===== src/rtl/mcu_subsys_pkg.sv =====
// Shared definitions for the MCU subsystem bus decoder: address map, slave
// indices, FSM states and error causes.
package mcu_subsys_pkg;

  localparam int unsigned NUM_SLAVES = 3;

  localparam logic [31:0] SRAM_BASE   = 32'h0000_0000;
  localparam logic [31:0] SRAM_MASK   = 32'h0000_03FF;
  localparam logic [31:0] ROM_BASE    = 32'h0001_0000;
  localparam logic [31:0] ROM_MASK    = 32'h0000_0FFF;
  localparam logic [31:0] PERIPH_BASE = 32'h1000_0000;
  localparam logic [31:0] PERIPH_MASK = 32'h0000_FFFF;

  localparam logic [31:0] ERR_RDATA = 32'hDEAD_BEEF;

  typedef enum logic [1:0] {
    SLV_SRAM   = 2'd0,
    SLV_ROM    = 2'd1,
    SLV_PERIPH = 2'd2
  } slave_e;

  typedef enum logic [1:0] {
    ST_IDLE = 2'd0,
    ST_REQ  = 2'd1,
    ST_RESP = 2'd2
  } state_e;

  typedef enum logic [1:0] {
    CAUSE_NONE     = 2'd0,
    CAUSE_UNMAPPED = 2'd1,
    CAUSE_TIMEOUT  = 2'd2
  } err_cause_e;

  // Regions are naturally aligned power-of-two windows, so a masked compare suffices.
  function automatic logic in_region(input logic [31:0] addr,
                                     input logic [31:0] base,
                                     input logic [31:0] mask);
    return (addr & ~mask) == base;
  endfunction

endpackage


===== src/rtl/mcu_subsys_addr_decode.sv =====
// Combinational address decoder: maps a CPU address to a slave index and a
// hit flag (hit=0 means unmapped).
module mcu_subsys_addr_decode
  import mcu_subsys_pkg::*;
(
  input  logic [31:0] addr,
  output logic        hit,
  output slave_e      index
);

  // NOTE: every output of a combinational block gets a default first, so no
  // path through the if-chain can leave it unassigned and infer a latch.
  always_comb begin
    hit   = 1'b1;
    index = SLV_SRAM;
    if (in_region(addr, SRAM_BASE, SRAM_MASK)) begin
      index = SLV_SRAM;
    end else if (in_region(addr, ROM_BASE, ROM_MASK)) begin
      index = SLV_ROM;
    end else if (in_region(addr, PERIPH_BASE, PERIPH_MASK)) begin
      index = SLV_PERIPH;
    end else begin
      hit = 1'b0;
    end
  end

endmodule


===== src/rtl/mcu_subsys_bus_decoder.sv =====
// CPU native-bus to three-slave decoder with unmapped-address and slave-timeout
// error responses. One outstanding transaction; IDLE -> REQ -> RESP.
module mcu_subsys_bus_decoder
  import mcu_subsys_pkg::*;
#(
  parameter int unsigned TIMEOUT_CYCLES = 255
) (
  input  logic                             clk,
  input  logic                             rst_n,
  input  logic                             mem_valid,
  input  logic [31:0]                      mem_addr,
  input  logic [31:0]                      mem_wdata,
  input  logic [3:0]                       mem_wstrb,
  output logic                             mem_ready,
  output logic [31:0]                      mem_rdata,
  output logic [31:0]                      s_addr,
  output logic [31:0]                      s_wdata,
  output logic [3:0]                       s_wstrb,
  output logic [NUM_SLAVES-1:0]            s_valid,
  input  logic [NUM_SLAVES-1:0]            s_ready,
  input  logic [NUM_SLAVES-1:0][31:0]      s_rdata,
  output logic                             bus_err,
  output logic [31:0]                      err_addr,
  output logic [1:0]                       err_cause
);

  localparam int unsigned CNT_W = (TIMEOUT_CYCLES < 2) ? 1 : $clog2(TIMEOUT_CYCLES + 1);

  state_e           state_q, state_d;
  logic             dec_hit;
  slave_e           dec_idx;
  slave_e           sel_q;
  logic [31:0]      addr_q, wdata_q;
  logic [3:0]       wstrb_q;
  logic [CNT_W-1:0] cnt_q;
  logic [31:0]      rdata_q;
  logic             bus_err_q;
  logic [31:0]      err_addr_q;
  err_cause_e       err_cause_q;

  logic load_req, complete, timeout, unmapped;

  mcu_subsys_addr_decode u_addr_decode (
    .addr  (mem_addr),
    .hit   (dec_hit),
    .index (dec_idx)
  );

  always_comb begin
    state_d  = state_q;
    load_req = 1'b0;
    complete = 1'b0;
    timeout  = 1'b0;
    unmapped = 1'b0;
    unique case (state_q)
      ST_IDLE: begin
        if (mem_valid) begin
          if (dec_hit) begin
            load_req = 1'b1;
            state_d  = ST_REQ;
          end else begin
            unmapped = 1'b1;
            state_d  = ST_RESP;
          end
        end
      end
      ST_REQ: begin
        // A ready arriving on the timeout cycle wins: it is a normal completion.
        if (s_ready[sel_q]) begin
          complete = 1'b1;
          state_d  = ST_RESP;
        end else if (cnt_q == CNT_W'(TIMEOUT_CYCLES)) begin
          timeout = 1'b1;
          state_d = ST_RESP;
        end
      end
      ST_RESP: state_d = ST_IDLE;
      default: state_d = ST_IDLE;
    endcase
  end

  // NOTE: sequential state uses non-blocking assignments so every register
  // samples the pre-edge values regardless of process ordering.
  always_ff @(posedge clk or negedge rst_n) begin
    if (!rst_n) state_q <= ST_IDLE;
    else        state_q <= state_d;
  end

  always_ff @(posedge clk or negedge rst_n) begin
    if (!rst_n) begin
      addr_q      <= '0;
      wdata_q     <= '0;
      wstrb_q     <= '0;
      sel_q       <= SLV_SRAM;
      cnt_q       <= '0;
      rdata_q     <= '0;
      bus_err_q   <= 1'b0;
      err_addr_q  <= '0;
      err_cause_q <= CAUSE_NONE;
    end else begin
      if (load_req) begin
        addr_q  <= mem_addr;
        wdata_q <= mem_wdata;
        wstrb_q <= mem_wstrb;
        sel_q   <= dec_idx;
        cnt_q   <= '0;
      end else if (state_q == ST_REQ) begin
        cnt_q <= cnt_q + 1'b1;
      end

      if (complete)                 rdata_q <= s_rdata[sel_q];
      else if (unmapped || timeout) rdata_q <= ERR_RDATA;

      bus_err_q <= unmapped || timeout;
      if (unmapped) begin
        err_addr_q  <= mem_addr;
        err_cause_q <= CAUSE_UNMAPPED;
      end else if (timeout) begin
        err_addr_q  <= addr_q;
        err_cause_q <= CAUSE_TIMEOUT;
      end
    end
  end

  // Handshake outputs come from the state register only, so the forced-low
  // RESP and IDLE cycles keep a stale slave ready out of the next transaction.
  assign s_valid   = (state_q == ST_REQ) ? (NUM_SLAVES'(1) << sel_q) : '0;
  assign mem_ready = (state_q == ST_RESP);
  assign mem_rdata = rdata_q;
  assign s_addr    = addr_q;
  assign s_wdata   = wdata_q;
  assign s_wstrb   = wstrb_q;
  assign bus_err   = bus_err_q;
  assign err_addr  = err_addr_q;
  assign err_cause = err_cause_q;

endmodule


===== config.mk =====
export PLATFORM = sky130hd
export DESIGN_NAME = mcu_subsys_bus_decoder
export DESIGN_NICKNAME = d
export VERILOG_FILES = /design/src/rtl/mcu_subsys_pkg.sv /design/src/rtl/mcu_subsys_addr_decode.sv /design/src/rtl/mcu_subsys_bus_decoder.sv
export SDC_FILE = /design/constraint.sdc
export NUM_CORES = 1
export LEC_CHECK = 0
export CAP_MARGIN = 20
export CORE_ASPECT_RATIO = 1.4
export CORE_MARGIN = 3
export CORE_UTILIZATION = 42
export DETAILED_ROUTE_END_ITERATION = 12
export GPL_TIMING_DRIVEN = 1
export PLACE_DENSITY = 0.79
export SLEW_MARGIN = 30
export SYNTH_ARGS = -nofsm -noshare
export SYNTH_HDL_FRONTEND = slang
export SYNTH_HIERARCHICAL = 1
export SYNTH_SLANG_ARGS = --single-unit

===== constraint.sdc =====
create_clock -name clk -period 1.9 [get_ports clk]
set_input_delay 0.38 -clock clk [delete_from_list [all_inputs] [get_ports clk]]
set_output_delay 0.38 -clock clk [all_outputs]
set_load 0.02 [all_outputs]

Word-level counts from Yosys, hierarchy flattened
Cells that the tools add are included.
{"block": "totals", "out_inout_bits": 139, "regBits": 147, "wordCells": 62, "inputBits": 170}
{"block": "op_classes", "shift": 1, "mux": 35, "n_addsub": 1, "n_eq_ne": 7, "n_reduce_logical": 7, "n_lt_le_gt_ge": 1}
{"operator": "two-way mux 32 bit", "n": 5}
{"operator": "binary-select mux 32 bit (select 2 bit)", "n": 1}
{"operator": "logical NOT 32 bit", "n": 1}
{"operator": "== test 20 x 5 -> 1 bit, second input constant", "n": 1}
{"operator": "two-way mux 2 bit", "n": 9}
{"operator": "== test 16 x 13 -> 1 bit, second input constant", "n": 1}
{"operator": "two-way mux 8 bit", "n": 2}
{"operator": "two-way mux 1 bit", "n": 15}
{"operator": "adder 8 x 1 -> 8 bit, second input constant", "n": 1}
{"operator": "== test 8 bit, second input constant", "n": 1}
{"operator": "nonzero test 2 bit", "n": 3}
{"operator": "case mux 2 bit (2 select lines)", "n": 1}
{"operator": "< comparator 2 x 3 -> 1 bit, second input constant", "n": 1}
{"operator": "two-way mux 3 bit", "n": 1}
{"operator": "!= test 3 bit, second input constant", "n": 1}
{"operator": "<< shifter 1 x 2 -> 3 bit, first input constant", "n": 1}
{"operator": "binary-select mux 1 bit (select 2 bit)", "n": 1}
{"operator": "== test 2 x 1 -> 1 bit, second input constant", "n": 1}
{"operator": "== test 2 bit, second input constant", "n": 1}
{"operator": "logical NOT 2 bit", "n": 1}
{"operator": "!= test 2 bit, second input constant", "n": 1}
{"operator": "AND reduction 2 bit", "n": 1}
{"operator": "logical OR 1 bit", "n": 1}

Depth between registers and ports, before layout
Gate-level depths: netlist of the first run.
{"block": "depth", "word_depth": 10, "depth_mapped": 8, "depth_no_buf": 6}

Modules after synthesis
Netlist of the first run, hierarchy kept.
{"mod": "mcu_subsys_bus_decoder", "cells_each": 590, "instances": 1, "area_per_inst_um2": 6697.7, "seq_area_each_um2": 3678.5}
{"mod": "mcu_subsys_addr_decode", "cells_each": 14, "instances": 1, "area_per_inst_um2": 91.3, "seq_area_each_um2": 0.0}

Worst setup path after synthesis of the first run
No wires, ideal clock.
{"block": "synth_path", "kind": "in2reg", "from": "input mem_addr[27]", "to": "register wdata_q[27], in the netlist s_wdata[27]", "setup_time_ps": 125, "path_buffers": 3, "cell_stages": 8, "t_required_ps": 1775, "path_slack_ps": -379, "arrival_ps": 2155, "cell_sequence": "nor4_2 > nand4_1 > a21oi_1 > nor4bb_1 > buf_2 > buf_2 > buf_2 > mux2_2"}
{"block": "synth_via", "elab_chain_cells": 7, "elab_cells_between_ends": 9, "cone_classes": "eq/ne (2); mux (6); reduce/logical (1)"}
{"element": "start: declaration", "line_no": "mcu_subsys_bus_decoder.sv:11", "source": "input logic [31:0] mem_addr,"}
{"element": "== test 16 x 13 -> 1 bit", "line_no": "mcu_subsys_pkg.sv:38", "source": "return (addr & ~mask) == base;"}
{"element": "two-way mux 1 bit", "line_no": "mcu_subsys_addr_decode.sv:20", "source": "end else if (in_region(addr, PERIPH_BASE, PERIPH_MASK)) begin"}
{"element": "two-way mux 1 bit", "line_no": "mcu_subsys_addr_decode.sv:18", "source": "end else if (in_region(addr, ROM_BASE, ROM_MASK)) begin"}
{"element": "two-way mux 1 bit *", "line_no": "mcu_subsys_addr_decode.sv:16", "source": "if (in_region(addr, SRAM_BASE, SRAM_MASK)) begin"}
{"element": "via dec_hit", "line_no": "mcu_subsys_bus_decoder.sv:30", "source": "logic dec_hit;"}
{"element": "two-way mux 1 bit *", "line_no": "mcu_subsys_bus_decoder.sv:58", "source": "if (dec_hit) begin"}
{"element": "two-way mux 1 bit *", "line_no": "mcu_subsys_bus_decoder.sv:57", "source": "if (mem_valid) begin"}
{"element": "two-way mux 1 bit *", "line_no": "mcu_subsys_bus_decoder.sv:55", "source": "unique case (state_q)"}
{"element": "end signal: assignment", "line_no": "mcu_subsys_bus_decoder.sv:103", "source": "wdata_q <= mem_wdata;"}
{"element": "end: declaration", "line_no": "mcu_subsys_bus_decoder.sv:33", "source": "logic [31:0] addr_q, wdata_q;"}
Mark *: on every way through the listed nets, which the timed path passes. The rest lies on a longest branch.
A chain may end at the register's enable or synchronous reset.

Worst setup path after layout of the first run
{"block": "layout_path", "from": "input mem_addr[26]", "to": "register wdata_q[11], in the netlist s_wdata[11]"}
Same word-level chain as after synthesis.

==> results of run 1 <==
[per-stage QoR]
step / total power, mW / area (sq um) / setup TNS [ns] / hold WS [ns] / worst slack, ns
floorplan: 3.66 / 6860 / -6.19 / 0.0844 / -0.0966
global placement: 4.44 / 10600 / -92.10 / 0.344 / -0.737
detailed placement: 4.46 / 10600 / -96.25 / 0.344 / -0.784
CTS: 7.87 / 11800 / -0.882 / 0.281 / -0.0707
global route: 8.15 / 11900 / -6.12 / 0.201 / -0.170
finish: 7.85 / 11900 / -2.45 / 0.221 / -0.109
[what timing repair did]
item	in CTS	in global routing
endpoints found under the setup margin	146	84
buffers inserted	22	2
cloned	7	2
endpoints found under the hold margin	42	0
hold buffers	1	0
gates resized for setup	142	41
pin swaps	10	8
[registers in the layout, summed over array words and instances (netlist names), 2 cells and up]
register / cells
sel_q: 2
cnt_q: 8
s_wstrb: 4
s_addr: 32
state_q: 2
s_wdata: 32
err_cause: 2
mem_rdata: 32
err_addr: 32
[path summary, 6_finish.rpt]
kind,startpoint,to,slack (ns),depth (start not counted)
setup / recovery,mem_addr[26],s_wdata[11]$_DFFE_PN0N_,-0.11,10
hold / removal,mem_addr[23],s_addr[23]$_DFFE_PN0N_,0.22,2
setup reg to reg,state_q[0]$_DFFE_PN0P_,s_wdata[11]$_DFFE_PN0N_,0.07,7
hold reg to reg,err_cause[0]$_DFFE_PN0P_,err_cause[0]$_DFFE_PN0P_,0.50,1
max in group asynchronous,rst_n,err_addr[26]$_DFFE_PN0P_,0.76,3
min in group asynchronous,rst_n,s_addr[29]$_DFFE_PN0N_,0.49,2
[critical path, delay by kind of cell]
| family | cells | cell delay (ns) |
|---|---|---|
| buffers and inverters | 5 | 0.63 |
| and+or+nand+nor | 3 | 0.78 |
| muxes | 1 | 0.31 |
| AOI/OAI and AO/OA | 1 | 0.19 |
[synth_stat cells, drive strengths merged]
cell type and n:
a21o 1, a21oi 13, a2bb2oi 1, a31o 1, a31oi 32, and2 1
and4 1, and4b 1, buf 28, clkbuf 27, dfrtp 147, ha 1
inv 1, mux2 70, mux2i 33, nand2 39, nand2b 2, nand3 4
nand4 36, nor2 51, nor2b 3, nor3 4, nor3b 2, nor4 3
nor4b 1, nor4bb 1, o211ai 1, o21ai 57, o22ai 8, o2bb2ai 1
o32a 24, or2 1, or3 1, or4b 1, xnor2 3, xor2 3
[layout by cell type, fill, tap and decap left out, types with 2 or more instances in the layout]
| cell type | instances |
|---|---|
| clkdlybuf4s50_1 | 278 |
| dfrtp_1 | 146 |
| o21ai_0 | 57 |
| buf_4 | 57 |
| mux2_4 | 48 |
| nor2_1 | 43 |
| nand2_1 | 39 |
| nand4_1 | 36 |
| mux2i_1 | 32 |
| a31oi_1 | 31 |
| o32a_1 | 24 |
| buf_12 | 23 |
| mux2_2 | 22 |
| clkbuf_16 | 19 |
| a21oi_1 | 11 |
| buf_2 | 10 |
| o22ai_1 | 8 |
| buf_6 | 7 |
| nor2_2 | 5 |
| inv_6 | 4 |
| buf_16 | 4 |
| nor3_1 | 3 |
| nand3_1 | 3 |
| xor2_1 | 3 |
| xnor2_1 | 3 |
| nor2_4 | 3 |
| clkinvlp_4 | 3 |
| inv_8 | 3 |
| dlygate4sd2_1 | 3 |
| clkbuf_2 | 3 |
| dlymetal6s2s_1 | 3 |
| nor4_4 | 3 |
| nor3b_1 | 2 |
| nor2b_1 | 2 |
| a21oi_2 | 2 |
| clkinv_4 | 2 |
| bufbuf_16 | 2 |
| buf_8 | 2 |
| clkdlybuf4s15_1 | 2 |
[power groups by stage]
stage	Sequential (mW)	Clock, mW	Combinational [mW]
2_1_floorplan	3.44	0	0.220
3_3_place_gp	3.33	0	1.11
3_5_place_dp	3.33	0	1.13
4_1_cts	3.27	3.38	1.22
5_1_grt	3.28	3.56	1.30
6_report	3.28	3.35	1.22
[metal layers]
| layer | track usage, % | vias up | share of wire (%) |
|---|---|---|---|
| met3 | 7.78 | 68 | 8.6 |
| met1 | 31.3 | 3253 | 36 |
| met2 | 48.3 | 358 | 51 |
| met5 | 0 | - | 0 |
| li1 | - | 2948 | - |
| met4 | 12.5 | 0 | 4.1 |
[cells by family after synthesis]
| kind of cell | after synthesis | share of synthesized area, % |
|---|---|---|
| adder cells (fa/ha/maj) | 1 | 0.184 |
| multiplexers | 103 | 16.7 |
| XOR/XNOR | 6 | 0.774 |
| buffers and inverters | 56 | 3.61 |
| AND/OR/NAND/NOR | 152 | 11.2 |
| flip-flops | 147 | 54.2 |
| AO/OA/AOI/OAI | 139 | 13.4 |
[layout make-up]
cell class                      count  area [sq um]
Clock buffer                       18           439
Timing Repair Buffer              398          4180
Sequential cell                   147          3680
Inverter                            1          3.75
Multi-Input combinational cell    401          3170
Fill cell                        1021          3880
Clock inverter                     14           144
Tap cell                          196           245
==> results.py, run 1 <==
metrics = {
    "outcome": {
        "status": "finished with violations",
        "violations": "negative setup slack",
    },
    "timing": {
        "rsz0062_at_grt": "yes",
        "setup_violations": 34,
        "hold_violations": 0,
        "finalCritPeriodShare_pct": 106,
        "min_period_ns": 2.01,
        "tightest_slew_ns": 0.478,
        "finalWorstSetupSlack_ns": -0.109,
        "skew_ns": 0.0145,
        "relSlewSlack_pct": 68.1,
        "drv_slew": 0,
        "timing.fmax_mhz": 498,
    },
    "logic_synthesis": {
        "syn_inst": 604,
        "yosys.area.top_type": "dfrtp_1",
        "syn_area_sq_mm": 0.00679,
        "synth_area_leaders": "dfrtp_1 54%, mux2_2 12%, mux2i_1 4.7%, o21ai_0 4.2%, o32a_1 3.5%",
        "syn_nets": 775,
        "seq_area_frac_synth_pct": 54.2,
        "ys_types": 40,
        "synth-seq-cells": 147,
        "avgSynthCellArea_sq_um": 11.2,
        "synth_top_area_share_pct": 54.2,
        "synth_warnings": 6,
    },
    "finish": {
        "num_antenna_cells": 0,
        "final_cells": 1175,
        "drive_gt1_share_pct": 24.4,
        "area_delta_synth_final_pct": 74.7,
        "postLayoutCoreUtil_pct": 75.3,
        "fin_nets": 1137,
    },
    "grt": {
        "grt_max_degree": 46,
        "antenna_found_initial": 0,
        "grt.total_usage_pct": 27.7,
        "grt_overflow": 0,
        "grt_pass1_vias": 6982,
        "grt_pass1_wl_mm": 38.6,
    },
    "worst_setup_path": {
        "arrival_ns": 2.30,
        "crit_type": "in2reg",
        "cpMaxStageDelayCell": "mux2_4",
        "required_ns": 2.19,
        "cp-start-kind": "primary input",
        "cp_cell_sequence": "buf_8 -> nor4_4 -> nand4_1 -> a21oi_2 -> nor4bb_4 -> buf_6 -> buf_12 -> buf_12 -> buf_12 -> mux2_4",
        "slowest_delay_ns": 0.31,
        "end_kind": "flop",
        "crit_top_cell": "buf_12",
        "worst-path-max-fanout": 7,
    },
    "die": {
        "top_level_ports": 309,
        "dieArea_sq_mm": 0.0177,
        "rows": 54,
        "coreArea_sq_mm": 0.0157,
        "die_h_microns": 156,
        "die_w_microns": 113,
        "start_util_pct": 43.1,
    },
    "place": {
        "place_congestion": 0.815,
        "hpwl_mm": 16.3,
        "dp_cells": 1115,
        "io_buffers": 308,
    },
    "pwr": {
        "ir_drop_mv": 0.561,
        "p_sw_mw": 2.07,
        "clkPwrFrac_pct": 42.6,
        "leakagePower_nw": 4.83,
        "switching_share_pct": 26.3,
        "p_int_mw": 5.78,
        "pwr-share-seq_pct": 41.8,
        "p_comb_share_pct": 15.6,
        "powerDensity_mw_per_mm2": 662,
    },
    "detailed_routing": {
        "wire_per_inst_microns": 21.6,
        "via_per_inst": 5.64,
        "postRouteAntennaNets": 0,
        "drc": 0,
        "dr_total_vias": 6627,
        "drt-initial-drc-count": 462,
        "firstDrtPassIters": 5,
        "wirelength_mm": 25.4,
    },
    "clock_network": {
        "clkLatencyLatePin_ns": 0.42,
        "clockBufferDepth": 2,
        "cts_buffers": 17,
        "clockRootBuffer": "clkbuf_16",
        "htreeDepth": 4,
        "clock-sinks": 147,
        "cts_tree": "built",
        "cts.reportedPaths.clkPinSlew_ns": 0.07,
    },
    "run": {
        "cap_violations": 0,
    },
    "worst_hold_path": {
        "hold_class": "in2reg",
    },
}
Note: power is estimated with default switching activity, not from simulation.
==> inputs of run 2 (changes only) <==
--- a/config.mk
+++ b/config.mk
@@ -7,11 +7,12 @@
 export LEC_CHECK = 0
 export CAP_MARGIN = 20
 export CORE_ASPECT_RATIO = 1.4
-export CORE_MARGIN = 3
-export CORE_UTILIZATION = 42
+export CORE_MARGIN = 4
+export CORE_UTILIZATION = 45
 export DETAILED_ROUTE_END_ITERATION = 12
 export GPL_TIMING_DRIVEN = 1
-export PLACE_DENSITY = 0.79
+export PLACE_DENSITY = 0.84
+export RECOVER_POWER = 25
 export SLEW_MARGIN = 30
 export SYNTH_ARGS = -nofsm -noshare
 export SYNTH_HDL_FRONTEND = slang
==> constraint.sdc (replaced) <==
create_clock -name clk -period 2.42 [get_ports clk]
set_input_delay 0.484 -clock clk [delete_from_list [all_inputs] [get_ports clk]]
set_output_delay 0.484 -clock clk [all_outputs]
set_load 0.02 [all_outputs]
==> run 2 against run 1 <==
Net effect: the run now ends clean; clock power down 26%; first-iteration DRC count down 13%; utilization up 0.21 points; power down 24%; cell area down 6.8%; via count down 3.7%; sequential share of layout area up 2.2 points; critical endpoint is now s_addr[5]$_DFFE_PN0N_.
==> results.py, run 2 (synthesis results as in run 1) <==
metrics = {
    "outcome": {
        "status": "complete, no violations",
    },
    "clock_network": {
        "clkLatencyLatePin_ns": 0.41,
        "clockBufferDepth": 2,
        "ctsHoldBuffers": 0,
        "cts_buffers": 17,
        "clockRootBuffer": "clkbuf_16",
        "cts.reportedPaths.clkPinSlew_ns": 0.06,
        "htreeDepth": 4,
        "clock-sinks": 147,
        "cts_tree": "built",
    },
    "die": {
        "start_util_pct": 46.4,
        "top_level_ports": 309,
        "die_w_microns": 112,
        "dieArea_sq_mm": 0.0171,
        "coreArea_sq_mm": 0.0146,
        "die_h_microns": 153,
        "rows": 52,
    },
    "grt": {
        "grt.total_usage_pct": 27.1,
        "grt_pass1_wl_mm": 37.1,
        "antenna_found_initial": 0,
        "grt_overflow": 0,
        "grt_pass1_vias": 6795,
        "grt_max_degree": 58,
    },
    "pwr": {
        "ir_drop_mv": 0.504,
        "leakagePower_nw": 4.49,
        "powerDensity_mw_per_mm2": 536,
    },
    "finish": {
        "final_cells": 1133,
        "drive_gt1_share_pct": 18.0,
        "final_cell_mix": "301 x clkdlybuf4s50_1, 146 x dfrtp_1, 70 x mux2_2",
        "num_antenna_cells": 0,
        "area_delta_synth_final_pct": 62.9,
        "fin_nets": 1103,
        "final_common_cell": "clkdlybuf4s50_1",
    },
    "timing": {
        "min_period_ns": 2.41,
        "hold_violations": 0,
        "drv_slew": 0,
        "holdWs_ns": 0.427,
        "rsz0062_at_grt": "yes",
        "tightest_slew_ns": 1.47,
        "setup_violations": 0,
        "finalCritPeriodShare_pct": 99.5,
        "relSlewSlack_pct": 1.79,
        "timing.fmax_mhz": 415,
        "skew_ns": 0.00667,
    },
    "detailed_routing": {
        "wirelength_mm": 23.7,
        "postRouteAntennaNets": 0,
        "dr_total_vias": 6384,
        "via_per_inst": 5.63,
        "firstDrtPassIters": 4,
        "drc": 0,
        "wire_per_inst_microns": 20.9,
        "drt-initial-drc-count": 402,
    },
    "worst_setup_path": {
        "arrival_ns": 2.70,
        "end_kind": "flop",
        "reg2reg_slack_ns": 0.65,
        "cpMaxStageDelayCell": "clkdlybuf4s50_1",
        "cp_cell_sequence": "clkdlybuf4s50_1 -> nor3_1 -> o211ai_1 -> a21oi_2 -> nor4bb_4 -> buf_4 -> buf_12 -> mux2_2",
        "worst-path-max-fanout": 26,
        "cp_top_family": "buffers and inverters",
        "crit_type": "in2reg",
        "slowest_delay_ns": 0.49,
        "crit_buf_inv": 3,
        "cp-start-kind": "primary input",
        "required_ns": 2.71,
    },
    "worst_hold_path": {
        "hold_class": "in2async",
    },
    "place": {
        "io_buffers": 308,
        "dp_cells": 1094,
        "place_congestion": 0.881,
        "hpwl_mm": 16.7,
    },
    "run": {
        "cap_violations": 0,
    },
}
## run 2: cell type report
cell class / count / area (sq um)
sequential: 147 / 3680
clock buffer: 22 / 474
inverter: 1 / 3.75
fill: 1003 / 3580
timing repair buffer: 364 / 3680
multi-input combinational: 401 / 2900
tap: 189 / 236
clock inverter: 9 / 81.3
## run 2: final timing paths
check | to | depth (start not counted) | startpoint
max | s_addr[5]$_DFFE_PN0N_ | 8 | mem_addr[13]
min | s_wdata[16]$_DFFE_PN0N_ | 1 | rst_n
max reg2reg | s_addr[5]$_DFFE_PN0N_ | 5 | state_q[0]$_DFFE_PN0P_
min reg2reg | err_cause[0]$_DFFE_PN0P_ | 1 | err_cause[0]$_DFFE_PN0P_
max in group asynchronous | bus_err$_DFF_PN0_ | 2 | rst_n
min in group clk | err_cause[0]$_DFFE_PN0P_ | 1 | err_cause[0]$_DFFE_PN0P_
## run 2: worst register-to-register path, stage by stage (launching register included)
cell	delay, ns
dfrtp_1	0.37
buf_4	0.17
nor4bb_4	0.34
buf_4	0.19
buf_12	0.19
mux2_2	0.38
## run 2: layer usage
| layer | vias to the layer above | share of wire [%] | track usage [%] |
|---|---|---|---|
| met5 | - | 0 | 0 |
| li1 | 2886 | - | - |
| met4 | 0 | 4.0 | 12.6 |
| met2 | 337 | 50 | 45.5 |
| met3 | 58 | 8.4 | 9.14 |
| met1 | 3103 | 37 | 31.1 |
## run 2: repair_timing
action,in CTS,in global routing
resized for setup,5,8
gates cloned,3,1
pin swaps,2,6
buffers inserted,2,2
endpoints found under the setup margin,72,70
## run 2: metrics by stage
step | TNS (ns) | setup slack (ns) | power, mW | util, % | area, sq um
after CTS | 0 | 0.000353 | 5.98 | 75.4 | 11000
after global routing | -0.417 | -0.0300 | 6.15 | 75.5 | 11100
after detailed placement | -54.80 | -0.510 | 3.49 | 70.9 | 10400
after floorplan | 0 | 0.0367 | 2.86 | - | 6790
final | 0 | 0.0114 | 5.93 | 75.5 | 11100
after global placement | -53.02 | -0.479 | 3.48 | 70.9 | 10400
## run 2: report_power, final
group / internal (mW) / switching, mW
Combinational: 0.486 / 0.397
Clock: 1.48 / 0.992
Sequential: 2.53 / 0.0392
Total: 4.50 / 1.43
==> inputs of run 3 (changes only) <==
--- a/config.mk
+++ b/config.mk
@@ -6,12 +6,11 @@
 export NUM_CORES = 1
 export LEC_CHECK = 0
 export CAP_MARGIN = 20
-export CORE_ASPECT_RATIO = 1.4
 export CORE_MARGIN = 4
-export CORE_UTILIZATION = 45
+export CORE_UTILIZATION = 38
 export DETAILED_ROUTE_END_ITERATION = 12
 export GPL_TIMING_DRIVEN = 1
-export PLACE_DENSITY = 0.84
+export PLACE_DENSITY = 0.75
 export RECOVER_POWER = 25
 export SLEW_MARGIN = 30
 export SYNTH_ARGS = -nofsm -noshare
==> constraint.sdc (replaced) <==
create_clock -name clk -period 2.2 [get_ports clk]
set_input_delay 0.44 -clock clk [delete_from_list [all_inputs] [get_ports clk]]
set_output_delay 0.44 -clock clk [all_outputs]
set_load 0.02 [all_outputs]
==> run 3 against run 2 <==
Net effect: combinational power rose by 11%; via count down 1.5%; sequential share of layout area fell by 0.86 points; clock power grew 19%; die area grew 17%; worst hold slack lost 0.10 ns; non-clock buffer count grew 6; register-to-register slack got worse by 0.30 ns; wire length is 0.30% higher; global-route usage fell by 4.8 points; largest cell class unchanged; highest routed layer unchanged.
==> results.py, run 3 (synthesis results as in run 1) <==
metrics = {
    "grt": {
        "grt_pass1_vias": 6167,
        "grt_overflow": 0,
        "grt_max_degree": 49,
        "grt.total_usage_pct": 22.3,
        "antenna_found_initial": 0,
        "grt_pass1_wl_mm": 35.5,
    },
    "worst_hold_path": {
        "whs_path_depth": 2,
        "min_from": "mem_addr[27]",
        "hold_class": "in2reg",
        "min_to": "s_addr[27]$_DFFE_PN0N_",
    },
    "finish": {
        "nFillCells": 1351,
        "fin_nets": 1109,
        "final_common_cell": "clkdlybuf4s50_1",
        "drive_gt1_share_pct": 19.8,
        "num_antenna_cells": 0,
        "final_cell_area_sq_mm": 0.0114,
        "regArea_sq_mm": 0.00368,
        "final_cell_mix": "282 x clkdlybuf4s50_1, 146 x dfrtp_1, 70 x mux2_2",
        "area_delta_synth_final_pct": 67.3,
        "final_cells": 1175,
        "multi_input_area_sq_mm": 0.00295,
    },
    "outcome": {
        "status": "complete, no violations",
    },
    "place": {
        "place_congestion": 0.799,
        "hpwl_mm": 15.9,
        "dp_cells": 1128,
        "io_buffers": 308,
        "placed_cell_area_sq_mm": 0.0104,
    },
    "worst_setup_path": {
        "cp_cell_sequence": "clkdlybuf4s50_1 -> nor2_2 -> nand4_1 -> a21oi_2 -> buf_4 -> or4b_4 -> buf_16 -> nor2_1 -> a31oi_1",
        "r2r_cells": 5,
        "r2r_start": "sel_q[1]$_DFFE_PN0N_",
        "reg2reg_slack_ns": 0.35,
        "cpMaxStageDelayCell": "or4b_4",
        "worst-path-max-fanout": 15,
        "crit_type": "in2reg",
        "r2r-end": "err_addr[17]$_DFFE_PN0P_",
        "arrival_ns": 2.44,
        "slowest_delay_ns": 0.68,
        "required_ns": 2.48,
        "crit_buf_inv": 3,
        "cp-start-kind": "primary input",
        "cp_top_family": "simple AND/OR/NAND/NOR gates",
        "end_kind": "flop",
    },
    "clock_network": {
        "cts_tree": "built",
        "clockBufferDepth": 2,
        "cts.reportedPaths.clkPinSlew_ns": 0.06,
        "clock-sinks": 147,
        "clkLatencyLatePin_ns": 0.41,
        "clockRootBuffer": "clkbuf_16",
        "cts_buffers": 17,
        "htreeDepth": 4,
    },
    "timing": {
        "holdWs_ns": 0.324,
        "relSlewSlack_pct": 22.2,
        "skew_ns": 0.0104,
        "tns_ns": 0,
        "finalCritPeriodShare_pct": 98.6,
        "hold_violations": 0,
        "tightest_slew_ns": 1.17,
        "setup_violations": 0,
        "min_period_ns": 2.17,
        "drv_slew": 0,
        "timing.fmax_mhz": 461,
    },
    "run": {
        "cap_violations": 0,
    },
    "pwr": {
        "ir_drop_mv": 0.464,
        "total_power_mw": 6.76,
        "powerDensity_mw_per_mm2": 595,
        "leakagePower_nw": 4.64,
    },
    "detailed_routing": {
        "firstDrtPassIters": 5,
        "wire_per_inst_microns": 20.2,
        "via_per_inst": 5.35,
        "wirelength_mm": 23.8,
        "drc": 0,
        "dr_total_vias": 6288,
        "drt-initial-drc-count": 351,
        "postRouteAntennaNets": 0,
    },
    "die": {
        "die_h_microns": 142,
        "coreArea_sq_mm": 0.0174,
        "dieArea_sq_mm": 0.0201,
        "top_level_ports": 309,
        "rows": 48,
        "start_util_pct": 39.0,
        "die_w_microns": 142,
    },
}
## run 3: cell types whose count changed in the layout (fill, tap and decap cells not counted), moves of 4 or more
cell | previous run | this run
clkdlybuf4s50_1 | 301 | 282
clkbuf_2 | 2 | 6
dlygate4sd2_1 | 1 | 9
clkdlybuf4s15_1 | 0 | 4
nor2_2 | 0 | 6
nor2_1 | 51 | 44
clkbuf_16 | 18 | 22
buf_4 | 40 | 34
## run 3: timing repair
item	CTS	global route
pin swaps	9	8
resized for setup	26	34
hold buffers	1	0
endpoints found under the hold margin	41	0
endpoints found under the setup margin	101	83
cloned	2	6
setup buffers	4	3
## run 3: area by class of cell
type                    count  area share (%)
multi-input cells         401            26.0
well taps                 225            2.48
flip-flops and latches    147            32.4
inverters                   1          0.0330
clock buffers              20            3.93
clock inverters            11            1.33
repair buffers            370            33.8
## run 3: per-layer routing
layer / up-vias / global-route usage (%) / wire [microns]
li1: 2896 / - / -
met1: 3093 / 28.8 / 9530
met2: 266 / 37.0 / 12000
met3: 33 / 5.97 / 1740
met4: 0 / 6.36 / 495
met5: - / 0 / 0
## run 3: metrics by stage
| step | util (%) | worst slack [ns] |
|---|---|---|
| after floorplan | - | 0.0203 |
| after global placement | 59.9 | -0.723 |
| after detailed placement | 59.9 | -0.767 |
| after CTS | 64.0 | 0.00157 |
| after global routing | 65.2 | -0.0589 |
| final | 65.2 | 0.0311 |
## run 3: report_power, final
part           total (mW)  internal (mW)  switching (mW)
Clock                2.95           1.82            1.13
Sequential           2.83           2.78          0.0460
Combinational       0.983          0.544           0.440
Total                6.76           5.15            1.62
## run 3: how the worst max path moves through the flow
stage | startpoint | to | slack [ns] | cells past startpoint
2_1_floorplan | mem_addr[17] | s_wdata[27]$_DFFE_PN0N_ | 0.02 | 8
3_3_place_gp | mem_addr[27] | s_addr[27]$_DFFE_PN0N_ | -0.72 | 8
3_5_place_dp | mem_addr[27] | s_wdata[18]$_DFFE_PN0N_ | -0.77 | 7
4_1_cts | mem_addr[21] | s_wdata[25]$_DFFE_PN0N_ | 0.002 | 9
5_1_grt | mem_addr[22] | err_addr[1]$_DFFE_PN0P_ | -0.06 | 9
6_report | mem_addr[22] | err_addr[1]$_DFFE_PN0P_ | 0.03 | 9
==> RTL edit: new RTL, config.mk and constraints of run 1 <==
The output `bus_err` loses its register stage (`bus_err_q` becomes a continuous assignment).
--- a/src/rtl/mcu_subsys_bus_decoder.sv
+++ b/src/rtl/mcu_subsys_bus_decoder.sv
@@ -95,5 +95,4 @@
       cnt_q       <= '0;
       rdata_q     <= '0;
-      bus_err_q   <= 1'b0;
       err_addr_q  <= '0;
       err_cause_q <= CAUSE_NONE;
@@ -112,5 +111,4 @@
       else if (unmapped || timeout) rdata_q <= ERR_RDATA;
 
-      bus_err_q <= unmapped || timeout;
       if (unmapped) begin
         err_addr_q  <= mem_addr;
@@ -122,4 +120,6 @@
     end
   end
+
+  assign bus_err_q = unmapped || timeout;
 
   // Handshake outputs come from the state register only, so the forced-low
Behaviour: not the same (Yosys sat finds a counterexample within 4 cycles, from zero or initial values and one cycle with rst_n low).
==> RTL edit against run 1 <==
The run still ends with setup timing left; first-iteration DRC count is 6.1% higher; clock skew increased by 0.98 ps; wire length is 0.30% lower; critical path depth fell by 5; global-route usage shrank 0.33 points; design area increased by 1.2%; power shrank 0.42%; sequential cell count fell by 1; non-clock buffer count up 4; setup slack gained 1.1 ps; area after synthesis shrank 0.37%; highest routed layer unchanged.
==> RTL edit: results <==
export IMPL_run_status="finished with violations"
export IMPL_violations_in_the_final_reports="setup timing"
export IMPL_ys_seq_area_frac=0.540
export IMPL_worst_setup_path_startpoint="sel_q[1]"
export IMPL_vias_in_the_first_global_route=6874
export IMPL_synthesis_instances=603
export IMPL_timing_final_ws_setup_ps=-108
export IMPL_hold_end="s_addr[14]"
export IMPL_syn_num_nets=774
export IMPL_critical_path_endpoint_type="primary output"
export IMPL_routed_top_layer="met4"
export IMPL_wire_length_after_detailed_routing_um=25300
export IMPL_worst_hold_path_cell_count=2
export IMPL_ys_top_cells_by_count="dfrtp_1, mux2_2, o21ai_0, nor2_1, nand2_1"
export IMPL_final_layout_size_suffix_gt1_frac=0.253
export IMPL_clock_tree_buffer_depth=2
export IMPL_cts_root_buf="clkbuf_16"
export IMPL_slew_headroom=0.624
export IMPL_finClkSkew_ps=15.4
export IMPL_path_clk_slew_ps=80
export IMPL_r2r_cells=7
export IMPL_setup_viol_count_final=93
export IMPL_synthesis_warning_total=6
export IMPL_critPathSlowestCell="dfrtp_2"
export IMPL_crit_reg2reg_capture="s_addr[23]"
export IMPL_grt_util_all_layers=0.273
export IMPL_fin_cells=1178
export IMPL_number_of_buffers_created_by_cts=17
export IMPL_portBuffers=308
export IMPL_drt_initial_drc_count=490
export IMPL_drtPass1Iterations=6
export IMPL_power_leakage_nw=4.88
export IMPL_worstPathArrival_ps=1630
export IMPL_dr_wl_met2_um=12800
export IMPL_reg2reg_slack_ps=-20
export IMPL_synth_area_top_cells="dfrtp_1, mux2_2, mux2i_1, o21ai_0, o32a_1"
export IMPL_gp_routability_congestion=0.793
export IMPL_holdCritPathClass="primary input to flip-flop"
export IMPL_maximum_number_of_pins_on_one_net_before_global_route_repair=73
export IMPL_setup_worst_path_end="bus_err"
export IMPL_placedCellCount=1120
export IMPL_critical_path_peak_fanout=2
export IMPL_via_count=6600
export IMPL_critical_path_max_stage_delay_ps=410
export IMPL_critical_path_top_delay_family="flip-flops"
export IMPL_grt_first_pass_wirelength_um=37900
export IMPL_grt_antenna_before_repair=0
export IMPL_min_from="mem_addr[14]"
export IMPL_dr_wl_met3_um=2350
export IMPL_num_fill_cells=1042
export IMPL_detailed_place_hpwl_um=16000
export IMPL_final_net_count=1140
export IMPL_m1WireLength_um=9370
export IMPL_setup_total_negative_slack_ps=-5220
export IMPL_worst_ir_drop_vdd_mv=0.559
export IMPL_synth_async_sr_flop_share=1.00
## RTL edit: cell count changes after synthesis
| cell | before | now |
|---|---|---|
| dfrtp_1 | 147 | 146 |
## RTL edit: timing repair
item | in CTS | in global routing
hold endpoints to repair | 34 | 0
hold buffers | 1 | 0
cloned | 8 | 2
setup endpoints to repair | 147 | 138
pin swaps | 9 | 8
setup buffers | 10 | 7
resized for setup | 190 | 42
## RTL edit: per-stage QoR
step / cell area (um2) / power, mW / hold slack, ps / setup WS (ps)
floorplan: 6830 / 3.63 / 84.4 / -106
global placement: 10600 / 4.40 / 310 / -1110
detailed placement: 10600 / 4.42 / 310 / -1130
CTS: 11800 / 7.86 / 224 / -99.1
global route: 12000 / 8.11 / 239 / -167
finish: 12000 / 7.82 / 247 / -108
## RTL edit: cell families (layout without fill, tap and decap cells)
| kind of cell | Yosys count | after routing | synth area share |
|---|---|---|---|
| xor+xnor | 6 | 6 | 0.00777 |
| buf+inv | 56 | 435 | 0.0363 |
| compound gates | 139 | 139 | 0.134 |
| fa+ha+maj | 1 | 1 | 0.00185 |
| simple gates | 152 | 152 | 0.112 |
| mux | 103 | 103 | 0.167 |
| flops | 146 | 146 | 0.540 |
## RTL edit: routing by layer
metal / vias up / track usage
li1: 2962 / -
met1: 3217 / 0.319
met2: 370 / 0.468
met3: 51 / 0.0900
met4: 0 / 0.100
met5: - / 0
## RTL edit: area by class of cell
cell class | instances | area share
inverters | 1 | 0.000313
multi-input cells | 401 | 0.272
flip-flops and latches | 146 | 0.304
clock inverters | 15 | 0.0149
clock buffers | 17 | 0.0354
well taps | 196 | 0.0204
repair buffers | 402 | 0.352
## RTL edit: report_power, final
part	switching (mW)	internal [mW]	total (mW)	leakage [nW]
registers	0.0495	3.20	3.25	1.77
clock network	1.53	1.89	3.42	0.293
logic	0.526	0.625	1.15	2.82
